`src/rtl/instr_fetch.sv`:
```
// ---------------------------------------------------------------------------
// instr_fetch
//
// Instruction fetch/issue unit. It holds the PC, reads one instruction at a
// time from instruction memory over a req/ack handshake, and presents the
// decoded Opcode/Operand fields to decode/execute over a valid/ready
// handshake. Execute can redirect the PC in the cycle it accepts an
// instruction. o_done rises when the instruction at i_last_addr retires
// without a redirect.
//
// Ports
//   i_clk            clock, all state changes on the rising edge
//   i_reset          synchronous active-high reset
//   i_start          begin execution at PC 0 (only honoured in IDLE)
//   i_last_addr      address of the final program instruction
//   o_imem_req       instruction memory read request
//   o_imem_addr      read address (the PC)
//   i_imem_ack       read data valid on i_imem_data
//   i_imem_data      instruction word
//   o_inst_valid     instruction presented to decode
//   i_inst_ready     decode/execute accepts the instruction
//   o_opcode         IR[INST_W-1:INST_W-3]
//   o_operand        IR[INST_W-4:0]
//   o_inst_pc        PC of the presented instruction
//   i_branch_taken   redirect request, sampled only on acceptance
//   i_branch_target  redirect address
//   o_done           program complete, held until the next start
//   o_inst_count     retired-instruction count, saturating
// ---------------------------------------------------------------------------
module instr_fetch #(
    parameter int PC_W   = 10,
    parameter int INST_W = 9,
    parameter int CNT_W  = 16
) (
    input  logic              i_clk,
    input  logic              i_reset,
    input  logic              i_start,
    input  logic [PC_W-1:0]   i_last_addr,
    output logic              o_imem_req,
    output logic [PC_W-1:0]   o_imem_addr,
    input  logic              i_imem_ack,
    input  logic [INST_W-1:0] i_imem_data,
    output logic              o_inst_valid,
    input  logic              i_inst_ready,
    output logic [2:0]        o_opcode,
    output logic [INST_W-4:0] o_operand,
    output logic [PC_W-1:0]   o_inst_pc,
    input  logic              i_branch_taken,
    input  logic [PC_W-1:0]   i_branch_target,
    output logic              o_done,
    output logic [CNT_W-1:0]  o_inst_count
);

    localparam logic [1:0] ST_IDLE  = 2'd0;
    localparam logic [1:0] ST_FETCH = 2'd1;
    localparam logic [1:0] ST_ISSUE = 2'd2;

    logic [1:0]        r_state;
    logic [PC_W-1:0]   r_pc;
    logic [INST_W-1:0] r_ir;
    logic [CNT_W-1:0]  r_count;
    logic              r_done;

    logic w_accept;
    logic w_count_max;
    logic w_is_last;

    // Handshake outputs come straight from the state register, so neither
    // i_inst_ready nor i_imem_ack has a combinational path to an output.
    assign o_imem_req   = (r_state == ST_FETCH);
    assign o_inst_valid = (r_state == ST_ISSUE);
    assign o_imem_addr  = r_pc;
    assign o_inst_pc    = r_pc;
    assign o_opcode     = r_ir[INST_W-1:INST_W-3];
    assign o_operand    = r_ir[INST_W-4:0];
    assign o_done       = r_done;
    assign o_inst_count = r_count;

    assign w_accept    = (r_state == ST_ISSUE) && i_inst_ready;
    assign w_count_max = &r_count;
    assign w_is_last   = (r_pc == i_last_addr);

    always_ff @(posedge i_clk) begin
        if (i_reset) begin
            r_state <= ST_IDLE;
            r_pc    <= '0;
            r_ir    <= '0;
            r_count <= '0;
            r_done  <= 1'b0;
        end else begin
            case (r_state)
                ST_IDLE: begin
                    if (i_start) begin
                        r_pc    <= '0;
                        r_count <= '0;
                        r_done  <= 1'b0;
                        r_state <= ST_FETCH;
                    end
                end

                ST_FETCH: begin
                    // Memory data is only captured while a request is open;
                    // stray acks in other states fall through untouched.
                    if (i_imem_ack) begin
                        r_ir    <= i_imem_data;
                        r_state <= ST_ISSUE;
                    end
                end

                ST_ISSUE: begin
                    if (w_accept) begin
                        if (!w_count_max) begin
                            r_count <= r_count + 1'b1;
                        end
                        // A redirect out-ranks the end-of-program check, so
                        // a branch taken from the last address keeps running.
                        if (i_branch_taken) begin
                            r_pc    <= i_branch_target;
                            r_state <= ST_FETCH;
                        end else if (w_is_last) begin
                            r_done  <= 1'b1;
                            r_state <= ST_IDLE;
                        end else begin
                            // Natural PC_W-bit wrap from all-ones to zero.
                            r_pc    <= r_pc + 1'b1;
                            r_state <= ST_FETCH;
                        end
                    end
                end

                default: begin
                    r_state <= ST_IDLE;
                end
            endcase
        end
    end

endmodule
```
`config.mk`:
```
export PLATFORM = sky130hd
export DESIGN_NAME = instr_fetch
export DESIGN_NICKNAME = d
export VERILOG_FILES = /design/src/rtl/instr_fetch.sv
export SDC_FILE = /design/constraint.sdc
export NUM_CORES = 1
export LEC_CHECK = 0
export CORE_AREA = 3 3 74 76
export CTS_BUF_LIST = sky130_fd_sc_hd__clkbuf_4 sky130_fd_sc_hd__clkbuf_8
export DETAILED_ROUTE_END_ITERATION = 7
export DIE_AREA = 0 0 77 79
export PLACE_DENSITY = 0.82
export RECOVER_POWER = 50
export SLEW_MARGIN = 20
export SYNTH_ARGS = -nofsm -noshare
export SYNTH_HDL_FRONTEND = slang
export SYNTH_SLANG_ARGS = --single-unit
export TNS_END_PERCENT = 10
```
`constraint.sdc`:
```
create_clock -name i_clk -period 2.3 [get_ports i_clk]
set_input_delay 0.575 -clock i_clk [delete_from_list [all_inputs] [get_ports i_clk]]
set_output_delay 0.575 -clock i_clk [all_outputs]
set_load 0.01 [all_outputs]
```
* Yosys cells after proc, flatten, opt, wreduce, memory -nomap -nowiden
Cells that the tools add are included.
** Cells by class
- $add $sub $neg :: 2
- Equality and inequality tests :: 10
- Multiplexer cells :: 20
- Reductions and logical operators :: 9
** Operator list (number)
- 2-to-1 mux 16 bit :: 3
- 2-to-1 mux 10 bit :: 4
- case mux 16 bit (2 select lines) :: 1
- case mux 10 bit (2 select lines) :: 1
- adder 16 x 1 -> 16 bit, second input constant :: 1
- AND reduction 16 bit :: 1
- adder 10 x 1 -> 10 bit, second input constant :: 1
- equality test 10 bit :: 1
- AND reduction 4 bit :: 2
- 2-to-1 mux 1 bit :: 6
- 2-to-1 mux 2 bit :: 3
- != test 2 x 1 -> 1 bit, second input constant :: 3
- != test 2 bit, second input constant :: 3
- case mux 2 bit (3 select lines) :: 1
- AND reduction 5 bit :: 1
- != test 3 bit, second input constant :: 1
- AND reduction 3 bit :: 1
- equality test 2 x 1 -> 1 bit, second input constant :: 1
- equality test 2 bit, second input constant :: 1
- logical NOT 2 bit :: 1
- case mux 1 bit (2 select lines) :: 1
- AND reduction 2 bit :: 1
- nonzero test 2 bit :: 1
- logical AND 1 bit :: 1
** Word-level totals
- Register bits after elaboration :: 38
- Logic and storage cells :: 46

* Logic depth before layout (Yosys ltp)
Gate-level depths: netlist (run 1).
- Depth after elaboration :: 5
- Mapped depth :: 7
- Depth with buffers taken out :: 6

* Least setup slack after synthesis (run 1)
No wires, ideal clock.
- Path type :: input to register
- Start :: in i_inst_ready
- End :: reg r_count[14], in the netlist o_inst_count[14]
- Setup time :: 0.070 ns
- Data arrival time :: 1.815 ns
- Required time :: 2.230 ns
- Path slack :: 0.415 ns
- Stages on the path :: 5
- Buffers on the path :: 0
- Cell sequence :: mux2i_1 > or2_1 > or4_1 > or3_1 > a21oi_1
** Between the ends
- Word-level cells in the longest chain between the ends :: 3
** RTL lines
- start: declaration :: line 44 : input logic i_inst_ready,
- logical AND 1 bit :: line 79 : assign w_accept = (r_state == ST_ISSUE) && i_inst_ready;
- != test 2 x 1 -> 1 bit (no source line)
- AND reduction 4 bit (no source line)
- end signal: assignment :: line 113 : r_count <= r_count + 1'b1;
- end: declaration :: line 61 : logic [CNT_W-1:0] r_count;
No other way between the ends.
A chain may end at the register's enable or synchronous reset.

* Final worst setup path (run 1)
Ends and elaborated chain as after synthesis.

==> results.sh, run 1 <==
export IMPL_htree_levels=2
export IMPL_max_slew_margin_pct=59.7
export IMPL_start_kind="primary input"
export IMPL_antenna_cells=0
export IMPL_report_final_setup_viol=0
export IMPL_io_buffer_count=82
export IMPL_root_buffer="clkbuf_8"
export IMPL_ys_seq_area_share_pct=36.2
export IMPL_synthesis_nets=297
export IMPL_yosysUniqueCellTypes=51
export IMPL_cp_data_arrival_time_ps=2440
export IMPL_yosysTopAreaCell="dfxtp_1"
export IMPL_num_vias=2256
export IMPL_synth_top_area_share_pct=36.2
export IMPL_clock_latency_ps=280
export IMPL_gr_total_overflow=0
export IMPL_viasPerCell=5.44
export IMPL_first_global_vias=2183
export IMPL_crit_fanout=2
export IMPL_finalWirelength_um=6040
export IMPL_slew_viol_final=0
export IMPL_setup_tns_ps=0
export IMPL_routabilityCongestion=0.823
export IMPL_dp_cells=409
export IMPL_drv_cap=0
export IMPL_synth_area_leaders="dfxtp_1 36%, nand3_1 5.7%, a21oi_1 5.5%, xor2_1 5.0%, nand2_1 4.8%"
export IMPL_grt_max_degree=17
export IMPL_fin_skew_ps=5.04
export IMPL_fmax_mhz=451
export IMPL_ys_async_sr_fraction_pct=0
export IMPL_endpoint_kind="flip-flop"
export IMPL_finalCriticalPeriod_ps=2220
export IMPL_ys_ff_latch=38
export IMPL_synth_edff_count=0
export IMPL_clock_sinks=38
export IMPL_place_hpwl_um=4550
export IMPL_clk_path_buf_depth=2
export IMPL_required_ps=2520
export IMPL_stdcell_count=415
export IMPL_worst_pin_slew_ps=590
export IMPL_path_class="in2reg"
export IMPL_dieWidth_um=77
export IMPL_cts_tree="built"
export IMPL_dieArea_um2=6080
export IMPL_status="complete, no violations"
export IMPL_yosysWarnings=0
export IMPL_drt_drc_violations_left=0
export IMPL_grt_pass1_wl_um=10000
export IMPL_io_pins=83
export IMPL_dieHeight_um=79
export IMPL_fin_nets=386
export IMPL_area_delta_synth_final_pct=49.0
export IMPL_grt_usage_pct=19.8
export IMPL_core_um2=4790
export IMPL_routedWlPerCell_um=14.6
export IMPL_ys_flop_type="dfxtp_1"
export IMPL_cts_hold_buf=0
export IMPL_drive_gt1_share_pct=9.77
export IMPL_period_share_pct=96.5
export IMPL_power_density_nw_per_um2=441
export IMPL_antenna_found_initial=0
export IMPL_path_clk_slew_ps=70
export IMPL_synth_area_per_cell_um2=8.08
export IMPL_numCtsBuffers=5
export IMPL_hold_violations=0
export IMPL_ant_nets=0
export IMPL_num_rows=25
export IMPL_first_pass_iters=4
export IMPL_drt_initial_drc_count=141
export IMPL_syn_inst=260
export IMPL_initial_core_util_pct=43.9
export IMPL_ir_drop_v=0.000295
export IMPL_p_leak_nw=1.21
export IMPL_synthesis_area_um2=2100
export IMPL_holdCritPathClass="reg2reg"
==> through the flow <==
| stage | power (mW) | setup slack (ps) | utilization (%) | hold WS [ps] | instance area, µm² |
|---|---|---|---|---|---|
| floorplan | 0.804 | 415 | - | 481 | 2100 |
| global placement | 0.942 | -124 | 63.7 | 442 | 3050 |
| detailed placement | 0.947 | -174 | 63.7 | 448 | 3050 |
| CTS | 1.39 | 51.5 | 65.4 | 458 | 3130 |
| global route | 1.44 | -3.73 | 65.5 | 471 | 3130 |
| finish | 1.38 | 80.3 | 65.5 | 451 | 3130 |
==> cell usage in the layout, fill, tap and decap left out, types with 3 or more instances in the layout <==
cell type,instances
clkdlybuf4s50_1,54
clkbuf_8,6
nor2_1,12
o221ai_1,3
nand2b_1,5
o21ai_0,13
inv_1,5
nand4_1,9
and3_1,3
xor2_1,12
buf_4,21
nor4_1,3
dfxtp_1,38
xnor2_1,4
a31oi_1,3
and4_1,3
nor3_1,4
or3_1,8
a21oi_1,23
nand2_1,27
mux2i_1,4
nand3_1,24
dlygate4sd3_1,28
==> cells by family (layout without fill, tap and decap cells) <==
family	Yosys count	in the layout	share of synthesized area (%)
buffers and inverters	28	116	7.02
adders and majority gates	2	2	1.19
and+or+nand+nor	109	109	27.0
AOI/OAI and AO/OA	63	63	20.1
DFF	38	38	36.2
muxes	4	4	1.90
xor gates and xnor gates	16	16	6.67
==> final timing paths <==
kind                           startpoint                             to  slack, ps  cells after the start
min reg2reg          r_ir[3]$_SDFFE_PP0P_           r_ir[3]$_SDFFE_PP0P_        450                      2
max                          i_inst_ready  o_inst_count[14]$_SDFFE_PP0P_         80                      6
min                  r_ir[3]$_SDFFE_PP0P_           r_ir[3]$_SDFFE_PP0P_        450                      2
max reg2reg  o_inst_count[0]$_SDFFE_PP0P_   o_inst_count[3]$_SDFFE_PP0P_        370                      7
==> Yosys cell counts, types with 2 or more instances <==
cell and number:
nand4_1 9, nor2b_1 2, nand3_1 24, or4_1 2, o32ai_1 2, a21oi_1 23
xor2_1 12, o221ai_1 3, nor2_1 12, o211ai_1 2, clkbuf_1 7, nand2_1 27
xnor2_1 4, a211oi_1 2, and4_1 3, and2_1 2, dfxtp_1 38, nand2b_1 5
or3_1 8, buf_4 10, mux2i_1 4, nor4_1 3, inv_1 5, ha_1 2
o21ai_0 13, a31oi_1 3, and3_1 3, buf_2 3, nor3_1 4, o21a_1 2
==> worst max-delay path, stage by stage <==
cell	delay [ps]
clkdlybuf4s50_1	470
mux2i_1	120
or2_1	250
or4_4	550
or3_1	320
a21oi_1	150
==> per-layer routing <==
layer  share of wire, %  GRT usage, %  wire (µm)
met1                 43          24.8       2620
met2                 50          35.1       3020
met3                5.9          4.54        354
met4               0.79          3.91         48
met5                  0             0          0
==> sequential cells by signal (all words and copies together), names as in the netlist <==
register / cells
o_done: 1
o_imem_addr: 10
o_inst_count: 16
r_state: 2
r_ir: 9
==> final cells by class <==
type / count / area (µm²)
well taps: 67 / 83.8
clock buffers: 6 / 82.6
inverters: 6 / 22.5
repair buffers: 104 / 982
fillers: 418 / 1650
flip-flops and latches: 38 / 761
multi-input cells: 194 / 1200
==> report_power, final <==
group	switching [mW]	leakage [nW]	internal (mW)
Clock	0.223	0.0431	0.231
Combinational	0.110	0.855	0.133
Sequential	0.0143	0.307	0.671
Total	0.347	1.21	1.04
==> repair_timing <==
action,in CTS,in global routing
resized for setup,0,2
setup endpoints to repair,0,2
setup buffers,0,0
Note: power is estimated with default switching activity, not from simulation.
==> run 2: changes to the inputs <==
- CORE_AREA: 3 3 74 76 -> 3 3 76 78
- DIE_AREA: 0 0 77 79 -> 0 0 79 81
- TNS_END_PERCENT: 10 -> 30
- clock period: 2.3 -> 1.8 ns (I/O delays scaled with it)
==> results.sh, run 2 (synthesized netlist as in run 1, its figures left out) <==
export IMPL_crit_chain="ha_4 > nand3_4 > or3_4 > o31ai_4 > buf_4 > o21ai_0 > a21oi_1"
export IMPL_seqPwrFrac_pct=46.5
export IMPL_place_hpwl_um=5250
export IMPL_power_density_nw_per_um2=524
export IMPL_crit_fanout=6
export IMPL_first_global_vias=2460
export IMPL_rsz0062_at_grt="yes"
export IMPL_timing_hold_ws_ps=460
export IMPL_dp_slack_ps=-524
export IMPL_antenna_found_initial=0
export IMPL_holdPathStages=2
export IMPL_dieHeight_um=81
export IMPL_grt_max_degree=19
export IMPL_holdCritPathClass="reg2reg"
export IMPL_pwr_share_comb_pct=20.0
export IMPL_report_final_setup_viol=6
export IMPL_num_rows=26
export IMPL_fin_skew_ps=5.80
export IMPL_htree_levels=2
export IMPL_gr_total_overflow=0
export IMPL_fmax_mhz=531
export IMPL_drv_cap=0
export IMPL_clock_latency_ps=290
export IMPL_largest_reg_flops=16
export IMPL_root_buffer="clkbuf_8"
export IMPL_grt_pass1_wl_um=11500
export IMPL_internal_power_mw=1.36
export IMPL_slew_viol_final=0
export IMPL_fin_nets=423
export IMPL_hold_violations=0
export IMPL_first_pass_iters=4
export IMPL_routabilityCongestion=0.897
export IMPL_numCtsBuffers=5
export IMPL_drt_initial_drc_count=83
export IMPL_finalWirelength_um=7110
export IMPL_utilization_pct=69.2
export IMPL_failed_checks="setup timing"
export IMPL_endpoint_kind="flip-flop"
export IMPL_drt_drc_violations_left=0
export IMPL_switching_power_mw=0.504
export IMPL_io_pins=83
export IMPL_power_mw=1.87
export IMPL_dieWidth_um=79
export IMPL_p_leak_nw=1.42
export IMPL_ant_nets=0
export IMPL_final_cell_mix="53 x buf_4, 49 x clkdlybuf4s50_1, 32 x dfxtp_1, 25 x nand2_1, 23 x nand3_1"
export IMPL_clock_sinks=38
export IMPL_initial_core_util_pct=40.9
export IMPL_period_share_pct=105
export IMPL_area_delta_synth_final_pct=69.3
export IMPL_grt_usage_pct=22.6
export IMPL_routedWlPerCell_um=15.6
export IMPL_required_ps=2020
export IMPL_cts_tree="built"
export IMPL_core_um2=5140
export IMPL_status="finished, violations left"
export IMPL_dieArea_um2=6400
export IMPL_max_stage_delay_ps=410
export IMPL_final_common_cell="buf_4"
export IMPL_swShare_pct=27.0
export IMPL_p_clk_share_pct=33.5
export IMPL_start_kind="flip-flop"
export IMPL_reg2regPathDepth=7
export IMPL_clk_path_buf_depth=2
export IMPL_cp_data_arrival_time_ps=2100
export IMPL_viasPerCell=5.43
export IMPL_max_slew_margin_pct=70.2
export IMPL_num_vias=2480
export IMPL_slowest_stage="or3_4"
export IMPL_io_buffer_count=82
export IMPL_drive_gt1_share_pct=25.8
export IMPL_setup_slack_ps=-82.4
export IMPL_antenna_cells=0
export IMPL_path_class="reg2reg"
export IMPL_finalCriticalPeriod_ps=1880
export IMPL_path_clk_slew_ps=80
export IMPL_ir_drop_v=0.000273
export IMPL_worst_pin_slew_ps=445
[run 2: cell types whose count changed in the layout (fill, tap and decap cells not counted), sizes merged]
cell,previous run,this run
dlygate4sd2,0,20
buf,21,59
clkdlybuf4s50,54,49
dlygate4sd3,28,0
clkdlybuf4s15,0,2
dlymetal6s2s,0,2
clkdlybuf4s25,0,8
clkinvlp,0,2
[run 2: metal layers]
metal | track usage, % | share of wire [%] | wire (µm) | vias up
met5 | 0 | 0 | 0 | -
met3 | 3.44 | 4.2 | 297 | 22
met4 | 9.28 | 2.4 | 174 | 0
met1 | 25.8 | 40 | 2830 | 1182
li1 | - | - | - | 1197
met2 | 42.0 | 54 | 3810 | 79
[run 2: path summary, 6_finish.rpt]
kind	start	endpoint	slack, ps
setup / recovery	o_inst_count[1]$_SDFFE_PP0P_	o_inst_count[3]$_SDFFE_PP0P_	-80
hold reg to reg	r_ir[5]$_SDFFE_PP0P_	r_ir[5]$_SDFFE_PP0P_	460
hold / removal	r_ir[5]$_SDFFE_PP0P_	r_ir[5]$_SDFFE_PP0P_	460
setup reg to reg	o_inst_count[1]$_SDFFE_PP0P_	o_inst_count[3]$_SDFFE_PP0P_	-80
[run 2: layout make-up]
class                   count  area [µm²]
clock buffers               6        82.6
multi-input cells         194        1320
inverters                   6        26.3
flip-flops and latches     38         771
repair buffers            141        1250
clock inverters             2        12.5
fillers                   446        1580
well taps                  70        87.6
[run 2: worst max-delay path: cells and delay by family (launching register included)]
family | cells | cell delay [ps]
compound gates | 3 | 620
fa+ha+maj | 1 | 160
buf+inv | 1 | 180
flops | 1 | 360
simple gates | 2 | 490
[run 2: power groups by stage]
stage	sequential (mW)	combinational [mW]	clock (mW)
after detailed placement	0.886	0.337	0
after CTS	0.866	0.346	0.640
after floorplan	0.897	0.131	0
final	0.867	0.373	0.625
after global placement	0.886	0.330	0
after global routing	0.869	0.402	0.676
[run 2: stage by stage]
| step | std cells | TNS [ps] | cell area, µm² |
|---|---|---|---|
| after floorplan | 260 | 0 | 2100 |
| final | 457 | -272 | 3560 |
| after global routing | 457 | -956 | 3560 |
| after CTS | 453 | -129 | 3440 |
| after detailed placement | 442 | -10570 | 3280 |
| after global placement | 442 | -9120 | 3280 |
[run 2: what timing repair did]
| item | 4_1_cts | 5_1_grt |
|---|---|---|
| gates cloned | 0 | 0 |
| hold buffers | 0 | 0 |
| endpoints found under the setup margin | 43 | 30 |
| setup buffers | 3 | 4 |
| hold endpoints to repair | 0 | 0 |
| pin swaps | 13 | 19 |
| gates resized for setup | 43 | 35 |
==> run 3: changes to the inputs <==
- GPL_TIMING_DRIVEN: unset -> 0
==> results.sh, run 3 (synthesized netlist as in run 1, its figures left out) <==
export IMPL_ant_nets=0
export IMPL_dieArea_um2=6400
export IMPL_finalWirelength_um=6960
export IMPL_antenna_found_initial=0
export IMPL_numCtsBuffers=5
export IMPL_cp_data_arrival_time_ps=2090
export IMPL_initial_core_util_pct=40.9
export IMPL_root_buffer="clkbuf_8"
export IMPL_switching_power_mw=0.500
export IMPL_dieHeight_um=81
export IMPL_clock_sinks=38
export IMPL_drt_drc_violations_left=0
export IMPL_holdPathStages=2
export IMPL_slew_viol_final=0
export IMPL_final_area_um2=3540
export IMPL_core_um2=5140
export IMPL_internal_power_mw=1.47
export IMPL_dieWidth_um=79
export IMPL_power_density_nw_per_um2=557
export IMPL_dp_cells=411
export IMPL_top_layer="met4"
export IMPL_cts_tree="built"
export IMPL_final_common_cell="clkdlybuf4s50_1"
export IMPL_start_kind="primary input"
export IMPL_num_rows=26
export IMPL_clock_latency_ps=300
export IMPL_pwr_share_comb_pct=18.2
export IMPL_wirelength_met1_um=2730
export IMPL_required_ps=2010
export IMPL_drive_gt1_share_pct=30.1
export IMPL_ir_drop_v=0.000393
export IMPL_worst_pin_slew_ps=619
export IMPL_reg2reg_slack_ps=-30
export IMPL_first_global_vias=2235
export IMPL_path_class="in2reg"
export IMPL_max_slew_margin_pct=58.8
export IMPL_crit_fanout=10
export IMPL_routabilityCongestion=0.887
export IMPL_reg2regPathDepth=6
export IMPL_htree_levels=2
export IMPL_dpl_cell_area_um2=3000
export IMPL_seqPwrFrac_pct=43.6
export IMPL_io_pins=83
export IMPL_io_buffer_count=81
export IMPL_drt_initial_drc_count=129
export IMPL_met2_length_um=3690
export IMPL_period_share_pct=104
export IMPL_fin_nets=402
export IMPL_place_hpwl_um=4700
export IMPL_path_clk_slew_ps=80
export IMPL_rsz0062_at_grt="yes"
export IMPL_viasPerCell=5.54
export IMPL_num_vias=2417
export IMPL_status="finished, violations left"
export IMPL_report_final_setup_viol=4
export IMPL_first_pass_iters=4
export IMPL_stdcell_count=436
export IMPL_antenna_cells=0
export IMPL_p_clk_share_pct=38.2
export IMPL_setup_slack_ps=-72.5
export IMPL_setup_tns_ps=-122
export IMPL_p_leak_nw=1.28
export IMPL_largest_reg_flops=16
export IMPL_endpoint_kind="flip-flop"
export IMPL_routedWlPerCell_um=16.0
export IMPL_hold_violations=0
export IMPL_grt_usage_pct=20.7
export IMPL_swShare_pct=25.4
export IMPL_fin_skew_ps=3.57
export IMPL_drv_cap=0
export IMPL_gr_total_overflow=0
export IMPL_final_cell_mix="60 x clkdlybuf4s50_1, 29 x buf_4, 25 x nand2_1, 22 x a21oi_1, 21 x nand3_1"
export IMPL_failed_checks="setup timing"
export IMPL_wl_met3_um=411
export IMPL_holdCritPathClass="reg2reg"
export IMPL_finalCriticalPeriod_ps=1870
export IMPL_area_delta_synth_final_pct=68.5
export IMPL_grt_max_degree=12
export IMPL_grt_pass1_wl_um=10500
export IMPL_cts_hold_buf=0
export IMPL_clk_path_buf_depth=2
export IMPL_utilization_pct=68.9
export IMPL_fmax_mhz=534
## run 3: path summary, 6_finish.rpt
check	to	from
worst max-delay path	o_inst_count[1]$_SDFFE_PP0P_	i_inst_ready
worst min-delay path	r_ir[1]$_SDFFE_PP0P_	r_ir[1]$_SDFFE_PP0P_
worst max register to register	o_inst_count[1]$_SDFFE_PP0P_	r_state[1]$_SDFFE_PP0P_
worst min register to register	r_ir[1]$_SDFFE_PP0P_	r_ir[1]$_SDFFE_PP0P_
## run 3: metrics by stage
step	power, mW	hold slack, ps	setup WS [ps]
final	1.97	460	-72.5
after global routing	2.06	483	-129
after CTS	1.93	460	-36.5
after detailed placement	1.18	449	-675
after global placement	1.18	442	-625
after floorplan	1.03	481	24.4
## run 3: critical path, stage by stage
cell and delay (ps):
clkdlybuf4s15_1 280, mux2i_2 150, or2_1 280, clkbuf_2 240
a31oi_1 340, nand3_1 150, a21oi_1 200
## run 3: power groups by stage
stage	Clock (mW)	Sequential [mW]	Combinational [mW]
4_1_cts	0.755	0.869	0.310
5_1_grt	0.809	0.862	0.386
3_3_place_gp	0	0.892	0.283
2_1_floorplan	0	0.897	0.131
6_report	0.754	0.860	0.358
3_5_place_dp	0	0.893	0.290
## run 3: layout make-up
type / instances / area (µm²)
plain buffers: 22 / 164
clock inverters: 1 / 30.0
inverters: 6 / 25.0
well taps: 70 / 87.6
repair buffers: 98 / 932
multi-input cells: 194 / 1390
flip-flops and latches: 38 / 827
fillers: 396 / 1600
clock buffers: 7 / 83.8
## run 3: routing by layer
layer / global-route usage, % / vias to the layer above
met5: 0 / -
met4: 7.04 / 0
met3: 5.21 / 16
met2: 37.6 / 89
met1: 23.7 / 1163
li1: - / 1149
## run 3: repair_timing
item                       CTS  global route
pin swaps                   13            15
setup endpoints to repair   49            41
resized for setup           79            48
hold endpoints to repair     0             0
gates cloned                 0             0
buffers inserted             2            15
